$ cat src/rtl/sram_share_arb_pkg.sv
// -----------------------------------------------------------------------------
// sram_share_pkg
// Shared types and helpers for the SRAM sharing arbiter.
//   state_e   : sequencer states (IDLE, ISSUE, WAIT_RD, RESP)
//   DEF_AW/DW : default address / data widths
//   rr_pick() : round-robin priority search over a request vector, starting
//               at a pointer; returns the winner index and a found bit.
// -----------------------------------------------------------------------------
package sram_share_pkg;

  localparam int DEF_AW = 32;
  localparam int DEF_DW = 32;

  // rr_pick works on a fixed maximum width so one function serves every N;
  // callers zero-extend their request vector and truncate the result index.
  localparam int RR_MAX_N = 64;
  localparam int RR_IDX_W = 6;

  typedef enum logic [1:0] {
    IDLE    = 2'd0,
    ISSUE   = 2'd1,
    WAIT_RD = 2'd2,
    RESP    = 2'd3
  } state_e;

  typedef struct packed {
    logic                found;
    logic [RR_IDX_W-1:0] idx;
  } rr_pick_t;

  // First set bit of valid[0 +: n], scanning ptr, ptr+1, ... wrapping at n.
  // ptr must be below n.
  function automatic rr_pick_t rr_pick(input logic [RR_MAX_N-1:0] valid,
                                       input logic [RR_IDX_W-1:0] ptr,
                                       input int                  n);
    rr_pick_t            res;
    int                  cand;
    logic [RR_IDX_W-1:0] cand_idx;
    res = '0;
    for (int k = 0; k < RR_MAX_N; k++) begin
      cand = int'(ptr) + k;
      if (cand >= n) begin
        cand = cand - n;
      end
      cand_idx = RR_IDX_W'(cand);
      if ((k < n) && !res.found && valid[cand_idx]) begin
        res.found = 1'b1;
        res.idx   = cand_idx;
      end
    end
    return res;
  endfunction

endpackage

$ cat src/rtl/sram_share_arb_rr_picker.sv
// -----------------------------------------------------------------------------
// rr_picker
// Combinational round-robin priority search.
//   valid_i [N-1:0]  : request vector
//   ptr_i   [IW-1:0] : highest-priority index for this pick (must be < N)
//   found_o          : at least one request present
//   idx_o   [IW-1:0] : winning index (0 when found_o is low)
// -----------------------------------------------------------------------------
module rr_picker
  import sram_share_pkg::*;
#(
  parameter int N  = 2,
  parameter int IW = $clog2(N)
) (
  input  logic [N-1:0]  valid_i,
  input  logic [IW-1:0] ptr_i,
  output logic          found_o,
  output logic [IW-1:0] idx_o
);

  rr_pick_t pick;

  always_comb begin
    pick    = rr_pick(RR_MAX_N'(valid_i), RR_IDX_W'(ptr_i), N);
    found_o = pick.found;
    idx_o   = IW'(pick.idx);
  end

endmodule

$ cat src/rtl/sram_share_arb.sv
// -----------------------------------------------------------------------------
// sram_share_arb
// Round-robin arbiter / sequencer sharing one SRAM port between N requesters.
// Each accepted request is relocated by its requester's base address, issued
// to the SRAM, and its completion (plus read data) is returned to the owner.
// Only one transaction is ever outstanding.
//
// Ports
//   clk, rst_n                 : clock, asynchronous active-low reset
//   start_addr [N][AW]         : per-requester base address, sampled at accept
//   req_valid/req_ready [N]    : per-requester request handshake
//   req_we/req_addr/req_wdata  : per-requester request payload
//   rsp_valid [N], rsp_rdata   : one-cycle completion pulse to the owner
//   mem_valid/mem_ready        : SRAM request handshake
//   mem_we/mem_addr/mem_wdata  : SRAM request payload (absolute address)
//   mem_rvalid/mem_rdata       : SRAM read return
//   busy                       : sequencer not in IDLE
//   gnt_idx                    : current / last owner
// -----------------------------------------------------------------------------
module sram_share_arb
  import sram_share_pkg::*;
#(
  parameter int N  = 2,
  parameter int AW = DEF_AW,
  parameter int DW = DEF_DW,
  parameter int IW = $clog2(N)
) (
  input  logic                 clk,
  input  logic                 rst_n,
  input  logic [N-1:0][AW-1:0] start_addr,
  input  logic [N-1:0]         req_valid,
  output logic [N-1:0]         req_ready,
  input  logic [N-1:0]         req_we,
  input  logic [N-1:0][AW-1:0] req_addr,
  input  logic [N-1:0][DW-1:0] req_wdata,
  output logic [N-1:0]         rsp_valid,
  output logic [DW-1:0]        rsp_rdata,
  output logic                 mem_valid,
  input  logic                 mem_ready,
  output logic                 mem_we,
  output logic [AW-1:0]        mem_addr,
  output logic [DW-1:0]        mem_wdata,
  input  logic                 mem_rvalid,
  input  logic [DW-1:0]        mem_rdata,
  output logic                 busy,
  output logic [IW-1:0]        gnt_idx
);

  state_e        state_q, state_d;
  logic [IW-1:0] rr_ptr_q, rr_ptr_d;
  logic [IW-1:0] gnt_idx_q, gnt_idx_d;
  logic [AW-1:0] mem_addr_q, mem_addr_d;
  logic          mem_we_q, mem_we_d;
  logic [DW-1:0] mem_wdata_q, mem_wdata_d;
  logic [DW-1:0] rsp_rdata_q, rsp_rdata_d;

  logic          pick_found;
  logic [IW-1:0] pick_idx;
  logic          accept;

  rr_picker #(
    .N  (N),
    .IW (IW)
  ) u_rr_picker (
    .valid_i (req_valid),
    .ptr_i   (rr_ptr_q),
    .found_o (pick_found),
    .idx_o   (pick_idx)
  );

  assign accept = (state_q == IDLE) && pick_found;

  // ---------------------------------------------------------------------------
  // FSM: state register
  // ---------------------------------------------------------------------------
  always_ff @(posedge clk or negedge rst_n) begin
    if (!rst_n) begin
      state_q <= IDLE;
    end else begin
      state_q <= state_d;
    end
  end

  // ---------------------------------------------------------------------------
  // FSM: next-state logic
  // ---------------------------------------------------------------------------
  always_comb begin
    state_d = state_q;
    unique case (state_q)
      IDLE:    if (pick_found) state_d = ISSUE;
      ISSUE:   if (mem_ready)  state_d = mem_we_q ? RESP : WAIT_RD;
      WAIT_RD: if (mem_rvalid) state_d = RESP;
      RESP:    state_d = IDLE;
      default: state_d = IDLE;
    endcase
  end

  // ---------------------------------------------------------------------------
  // FSM: outputs
  // ---------------------------------------------------------------------------
  always_comb begin
    req_ready = '0;
    rsp_valid = '0;
    mem_valid = 1'b0;
    busy      = (state_q != IDLE);
    unique case (state_q)
      IDLE:    if (pick_found) req_ready[pick_idx] = 1'b1;
      ISSUE:   mem_valid = 1'b1;
      WAIT_RD: ;
      RESP:    rsp_valid[gnt_idx_q] = 1'b1;
      default: ;
    endcase
  end

  // ---------------------------------------------------------------------------
  // Transaction datapath
  // ---------------------------------------------------------------------------
  always_comb begin
    rr_ptr_d    = rr_ptr_q;
    gnt_idx_d   = gnt_idx_q;
    mem_addr_d  = mem_addr_q;
    mem_we_d    = mem_we_q;
    mem_wdata_d = mem_wdata_q;
    rsp_rdata_d = rsp_rdata_q;
    if (accept) begin
      // Relocation wraps naturally at AW bits.
      mem_addr_d  = start_addr[pick_idx] + req_addr[pick_idx];
      mem_we_d    = req_we[pick_idx];
      mem_wdata_d = req_we[pick_idx] ? req_wdata[pick_idx] : '0;
      gnt_idx_d   = pick_idx;
      rr_ptr_d    = (pick_idx == IW'(N - 1)) ? '0 : pick_idx + 1'b1;
      // Cleared here so a write completes with zero read data.
      rsp_rdata_d = '0;
    end
    if ((state_q == WAIT_RD) && mem_rvalid) begin
      rsp_rdata_d = mem_rdata;
    end
  end

  always_ff @(posedge clk or negedge rst_n) begin
    if (!rst_n) begin
      rr_ptr_q    <= '0;
      gnt_idx_q   <= '0;
      mem_addr_q  <= '0;
      mem_we_q    <= 1'b0;
      mem_wdata_q <= '0;
      rsp_rdata_q <= '0;
    end else begin
      rr_ptr_q    <= rr_ptr_d;
      gnt_idx_q   <= gnt_idx_d;
      mem_addr_q  <= mem_addr_d;
      mem_we_q    <= mem_we_d;
      mem_wdata_q <= mem_wdata_d;
      rsp_rdata_q <= rsp_rdata_d;
    end
  end

  assign mem_addr  = mem_addr_q;
  assign mem_we    = mem_we_q;
  assign mem_wdata = mem_wdata_q;
  assign rsp_rdata = rsp_rdata_q;
  assign gnt_idx   = gnt_idx_q;

endmodule

$ cat config.mk
export PLATFORM = sky130hd
export DESIGN_NAME = sram_share_arb
export DESIGN_NICKNAME = d
export VERILOG_FILES = /design/src/rtl/sram_share_arb_pkg.sv /design/src/rtl/sram_share_arb_rr_picker.sv /design/src/rtl/sram_share_arb.sv
export SDC_FILE = /design/constraint.sdc
export NUM_CORES = 1
export LEC_CHECK = 0
export CORE_AREA = 2 2 129 131
export DETAILED_ROUTE_END_ITERATION = 16
export DIE_AREA = 0 0 131 133
export GPL_TIMING_DRIVEN = 0
export HOLD_SLACK_MARGIN = 0.15
export MAX_ROUTING_LAYER = met4
export PLACE_DENSITY = 0.87
export SYNTH_ARGS = -nofsm -noshare
export SYNTH_HDL_FRONTEND = slang
export SYNTH_SLANG_ARGS = --single-unit
export TNS_END_PERCENT = 20
$ cat constraint.sdc
create_clock -name clk -period 6.45 [get_ports clk]
set_clock_uncertainty 0.2 [all_clocks]
set_input_delay 0.645 -clock clk [delete_from_list [all_inputs] [get_ports clk]]
set_output_delay 0.645 -clock clk [all_outputs]
set_load 0.05 [all_outputs]
==> results of run 1 <==
## synthesized netlist by cell type, types with 5 or more instances
library cell / n
a21oi_1: 31
and2_1: 9
a21o_1: 6
ha_1: 35
nor3_1: 6
inv_1: 15
clkbuf_1: 25
buf_2: 5
xnor2_1: 13
nand3_1: 8
o21bai_1: 5
o211ai_1: 5
nor2_1: 18
o21ai_0: 104
o2111ai_1: 5
mux2_2: 63
nand2_1: 157
xor2_1: 10
mux2i_1: 34
o21ai_1: 5
dfrtp_1: 101
## power breakdown
part,total (mW),internal (mW),switching [mW],leakage [nW]
logic,2.95,1.03,1.92,3.02
clock network,0.601,0.343,0.258,0.158
registers,1.06,0.911,0.151,1.30
total,4.61,2.28,2.33,4.48
## metrics by stage
step	utilization, %	instances
finish	65.3	1302
global route	65.3	1302
CTS	65.3	1302
detailed placement	63.3	1285
global placement	63.1	1284
floorplan	-	729
## cells by family (layout without fill, tap and decap cells)
group                      after synthesis  after routing  share of synthesized area, %
xor gates and xnor gates                23             23                          3.06
muxes                                   97             97                          16.0
buffers and inverters                   52            405                          3.44
and+or+nand+nor                        227            227                          15.0
DFF                                    101            101                          38.4
adders and majority gates               36             36                          6.96
AOI/OAI and AO/OA                      193            193                          17.2
## repair_timing
action                                  4_1_cts  5_1_grt
endpoints found under the hold margin        45        0
endpoints found under the setup margin        0        0
hold buffers                                  1        0
## flip-flops by register name (all words and copies together) (netlist names)
signal     flops
gnt_idx        1
mem_addr      32
rr_ptr_q       1
mem_wdata     32
state_q        2
mem_we         1
rsp_rdata     32
## critical path: cells and delay by family
kind	cells	cell delay, ps
AOI/OAI and AO/OA	6	2380
buffers and inverters	3	1280
adders and majority gates	2	680
and+or+nand+nor	2	450
muxes	1	440
## per-layer routing
layer | vias to the layer above | global-route usage (%) | routed length [um]
li1 | 3272 | - | -
met3 | 61 | 5.05 | 1650
met2 | 312 | 45.4 | 11600
met1 | 3273 | 31.5 | 9190
met4 | 0 | 11.3 | 854
met5 | - | - | 0
## area by class of cell
| class | instances | area [um2] |
|---|---|---|
| Timing Repair Buffer | 337 | 3390 |
| Buffer | 37 | 170 |
| Sequential cell | 101 | 2530 |
| Fill cell | 1312 | 5610 |
| Multi-Input combinational cell | 576 | 3820 |
| Clock inverter | 7 | 97.6 |
| Clock buffer | 9 | 225 |
| Inverter | 15 | 56.3 |
| Tap cell | 220 | 275 |
## worst min path at each step
stage             startpoint             to  slack [ps]  cells after the start
2_1_floorplan          rst_n        gnt_idx         150                      0
3_3_place_gp    mem_addr[19]   mem_addr[19]         260                      2
3_5_place_dp    mem_addr[13]   mem_addr[13]         270                      2
4_1_cts         mem_wdata[6]   mem_wdata[6]         290                      2
5_1_grt         mem_wdata[6]   mem_wdata[6]         300                      2
6_report       mem_wdata[27]  mem_wdata[27]         280                      2
==> flow_summary.yaml, run 1 <==
timing:
  setup_viol: 0
  finalMaxSlewViolations: 0
  fin_setup_tns_ps: 0
  max_freq_mhz: 171
  whs_ps: 281
  rsz0062_at_grt: "no"
  period_share_pct: 90.8
  hold_viol_final: 0
  min_period_ps: 5860
  tightest_slew_ps: 1110
  fin_ws_ps: 591
  slew_headroom_pct: 25.8
worst_setup_path:
  crit_chain: "clkdlybuf4s50_1 -> inv_1 -> o21ai_1 -> clkbuf_1 -> mux2_2 -> ha_1 -> fa_1 -> a211oi_1 -> o21ai_1 -> o2111ai_1 -> a21oi_2 -> a311oi_1 -> nor4_1 -> or3b_1"
  worstPathMaxFanout: 10
  r2r_cells: 12
  critical_path.max_stage_delay_ps: 840
  path_class: "input pin to register"
  required_ps: 6480
  crit_start: "req_valid[0]"
  cp-start-kind: "input pin"
  cpMostUsedCell: "o21ai_1"
  rrSetupSlack_ps: 1040
  r2r_start: "rr_ptr_q"
  crit_end: "mem_addr[28]"
  reg2reg_to: "mem_addr[28]"
  cp.arrival_ps: 5880
  slowest_stage: "o21ai_1"
  endpoint_kind: "register"
finish:
  final_layout_size_suffix_gt1_share_pct: 9.43
  mostFrequentLayoutCell: "clkdlybuf4s50_1"
  diodes: 0
  layout.nets: 1345
  layout_common_cells: "334 x clkdlybuf4s50_1, 157 x nand2_1, 104 x o21ai_0, 101 x dfrtp_1, 63 x mux2_2"
  design_area_mm2: 0.0106
  syn_to_final_growth_pct: 60.6
placement:
  gp_congestion: 0.910
  dpl.hpwl_um: 18800
  place_ws_ps: 363
  numPortBuffers: 335
  place_area_mm2: 0.0102
grt:
  grt_max_degree: 57
  grtUsageTotal_pct: 27.0
  grt_pass1_wl_um: 35500
  antenna_found_initial: 0
  grt.overflow.total: 0
  grt_pass1_vias: 6897
route:
  vias_per_cell: 5.31
  route.detailed.drc: 0
  wl_per_cell_um: 17.9
  firstDrtPassIters: 5
  wl_um: 23300
  vias: 6918
  final_antenna_net_count: 0
  drtIter0Drc: 412
run:
  maxCapViolCount: 0
floorplan:
  fp-row-count: 47
  coreArea_mm2: 0.0162
  dieWidth_um: 131
  initial_core_util_pct: 40.7
  io_pins: 336
  die_area_mm2: 0.0174
  die_h_um: 133
clock_tree:
  cts_made_buffers: 9
  post_cts_buffers: 0
  path_clk_slew_ps: 70
  clk_latency_ps: 350
  cts-resized-gates: 0
  ctsRootBufferMaster: "clkbuf_16"
  clock_path_buffers: 2
  cts_tree: "yes"
  clock_sinks: 101
  htreeDepth: 3
logic_synthesis:
  synth_top_cell_by_area: "dfrtp_1"
  ys_types: 58
  synth_seq_cells: 101
  ys_seq_area_share_pct: 38.4
  syn_avg_cell_area_um2: 9.02
  synthTopCellsByArea: "dfrtp_1 38%, mux2_2 11%, nand2_1 9.0%, o21ai_0 7.9%, ha_1 6.7%"
  synth_fp_nets: 997
  synth-async-reset-ratio_pct: 100
  synth_edf_count: 0
  synth_top_area_share_pct: 38.4
  syn-instance-count: 729
  synth_flop_cell: "dfrtp_1"
  netlist_area_mm2: 0.00658
  yosys_warnings: 0
min_path:
  hold_class: "register to register"
outcome:
  status: "finished clean"
power:
  p_per_area_mw_per_mm2: 437
  finalPower_mw: 4.61
  static-leakage-power_nw: 4.48
  peakVddDrop_mv: 0.200
Power figures use the tool's default switching activity.
==> run 2, diff against run 1 <==
--- a/config.mk
+++ b/config.mk
@@ -5,13 +5,14 @@
 export SDC_FILE = /design/constraint.sdc
 export NUM_CORES = 1
 export LEC_CHECK = 0
-export CORE_AREA = 2 2 129 131
+export CORE_ASPECT_RATIO = 1.25
+export CORE_MARGIN = 2
+export CORE_UTILIZATION = 37
 export DETAILED_ROUTE_END_ITERATION = 16
-export DIE_AREA = 0 0 131 133
 export GPL_TIMING_DRIVEN = 0
 export HOLD_SLACK_MARGIN = 0.15
 export MAX_ROUTING_LAYER = met4
-export PLACE_DENSITY = 0.87
+export PLACE_DENSITY = 0.83
 export SYNTH_ARGS = -nofsm -noshare
 export SYNTH_HDL_FRONTEND = slang
 export SYNTH_SLANG_ARGS = --single-unit
==> constraint.sdc (replaced) <==
create_clock -name clk -period 5.2 [get_ports clk]
set_clock_uncertainty 0.2 [all_clocks]
set_input_delay 0.52 -clock clk [delete_from_list [all_inputs] [get_ports clk]]
set_output_delay 0.52 -clock clk [all_outputs]
set_load 0.05 [all_outputs]
==> flow_summary.yaml, run 2 (synthesized netlist as in run 1, its figures left out) <==
min_path:
  whs_path_depth: 2
  hp-start: "mem_wdata[28]"
  hold_class: "register to register"
  hold_path_end: "mem_wdata[28]"
clock_tree:
  htreeDepth: 3
  path_clk_slew_ps: 80
  clk_latency_ps: 340
  clock_sinks: 101
  clock_path_buffers: 2
  cts_made_buffers: 9
  cts_tree: "yes"
  post_cts_buffers: 0
  ctsRootBufferMaster: "clkbuf_16"
grt:
  grt_pass1_vias: 6783
  antenna_found_initial: 1
  grt_max_degree: 57
  grt.overflow.total: 0
  grtUsageTotal_pct: 24.8
  grt_pass1_wl_um: 35200
route:
  drtIter0Drc: 313
  firstDrtPassIters: 5
  wl_um: 23100
  vias_per_cell: 5.19
  vias: 6782
  final_antenna_net_count: 0
  route.detailed.drc: 0
  wl_per_cell_um: 17.7
finish:
  nFillCells: 1505
  layout.nets: 1345
  layout_common_cells: "334 x clkdlybuf4s50_1, 157 x nand2_1, 104 x o21ai_0, 101 x dfrtp_1, 63 x mux2_2"
  seqCellArea_mm2: 0.00253
  design_area_mm2: 0.0106
  final_layout_size_suffix_gt1_share_pct: 9.80
  mostFrequentLayoutCell: "clkdlybuf4s50_1"
  fin_cells: 1307
  multi_input_area_mm2: 0.00383
  syn_to_final_growth_pct: 60.8
  finish.utilization_pct: 60.7
worst_setup_path:
  crit_chain: "clkdlybuf4s50_1 -> inv_1 -> o21ai_2 -> clkbuf_2 -> mux2_2 -> ha_1 -> fa_1 -> a211oi_1 -> o21ai_1 -> o2111ai_1 -> a21oi_2 -> a311oi_1 -> nor4_1 -> or3b_1"
  path_class: "input pin to register"
  r2r_start: "rr_ptr_q"
  required_ps: 5230
  path_buf_inv: 3
  critical_path.max_stage_delay_ps: 540
  reg2reg_to: "mem_addr[28]"
  cp-start-kind: "input pin"
  slowest_stage: "o21ai_2"
  rrSetupSlack_ps: 580
  r2r_cells: 12
  cp.arrival_ps: 4980
  endpoint_kind: "register"
  crit_family: "compound AO/OA/AOI/OAI gates"
  worstPathMaxFanout: 10
power:
  swShare_pct: 50.6
  power.clock.fraction_pct: 12.9
  p_sw_mw: 2.87
  finalPower_mw: 5.67
  p_per_area_mw_per_mm2: 536
  p_int_mw: 2.80
  power_frac_seq_pct: 23.2
  combPwrFrac_pct: 64.0
  peakVddDrop_mv: 0.234
  static-leakage-power_nw: 4.49
floorplan:
  dieWidth_um: 123
  initial_core_util_pct: 37.7
  fp-row-count: 54
  coreArea_mm2: 0.0174
  io_pins: 336
  die_h_um: 153
  die_area_mm2: 0.0189
placement:
  gp_congestion: 0.889
  dpl.hpwl_um: 18700
  place_area_mm2: 0.0102
  numPortBuffers: 335
  place_inst: 1289
timing:
  max_freq_mhz: 202
  setup_viol: 0
  finalMaxSlewViolations: 0
  whs_ps: 282
  min_period_ps: 4950
  hold_viol_final: 0
  rsz0062_at_grt: "no"
  period_share_pct: 95.3
  slew_headroom_pct: 40.3
  tightest_slew_ps: 886
outcome:
  status: "finished clean"
run:
  maxCapViolCount: 0
run 2: changes by cell type in the layout (fill, tap and decap cells not counted), sizes merged:
cell	change
bufinv	-1
clkbuf	+1
clkinvlp	-1
clkinv	+1
diode	+1
run 2: power groups by stage:
stage | clock [mW] | combinational, mW | sequential [mW]
after global routing | 0.776 | 3.87 | 1.35
after global placement | 0 | 3.58 | 1.31
final | 0.729 | 3.63 | 1.32
after floorplan | 0 | 1.18 | 2.46
after CTS | 0.744 | 3.64 | 1.32
after detailed placement | 0 | 3.63 | 1.33
run 2: worst max-delay path by stage:
| stage | start | end | slack, ps | cells past startpoint |
|---|---|---|---|---|
| finish | req_valid[0] | mem_addr[28] | 250 | 14 |
| global route | req_valid[0] | mem_addr[28] | 80 | 14 |
| CTS | req_valid[0] | mem_addr[28] | 130 | 14 |
| detailed placement | req_valid[0] | mem_addr[28] | -690 | 14 |
| global placement | req_valid[0] | mem_addr[28] | -670 | 14 |
| floorplan | req_valid[0] | mem_addr[28] | 1130 | 13 |
run 2: cell type report:
class / count / share of cell area [%]
multi-input combinational: 576 / 36.2
timing repair buffer: 337 / 32.0
sequential: 101 / 23.9
tap: 224 / 2.65
clock buffer: 10 / 2.26
buffer: 37 / 1.64
clock inverter: 6 / 0.746
inverter: 15 / 0.533
antenna: 1 / 0.0237
run 2: worst register-to-register path: stages, from the launching register on:
cell and delay (ps):
dfrtp_1 400, o21ai_2 570, clkbuf_2 440, mux2_2 380, ha_1 230, fa_1 440, a211oi_1 260, o21ai_1 200
o2111ai_1 410, a21oi_2 160, a311oi_1 390, nor4_1 80, or3b_1 360
run 2: repair_timing:
action | in CTS | in global routing
pin swaps | 0 | 0
hold buffers | 1 | 0
setup endpoints to repair | 11 | 4
resized for setup | 2 | 4
endpoints found under the hold margin | 55 | 0
run 2: through the flow:
stage	setup TNS (ps)	setup WS (ps)
6_report	0	247
5_1_grt	0	83.4
4_1_cts	0	130
3_5_place_dp	-6550	-685
3_3_place_gp	-66050	-666
2_1_floorplan	0	1130
run 2: metal layers:
layer	track usage (%)	routed length [um]	part of all wire, %	vias up
met5	-	0	0	-
met4	9.74	702	3.0	0
met3	7.46	1960	8.5	49
met2	41.7	11800	51	278
met1	27.1	8660	38	3175
li1	-	-	-	3280
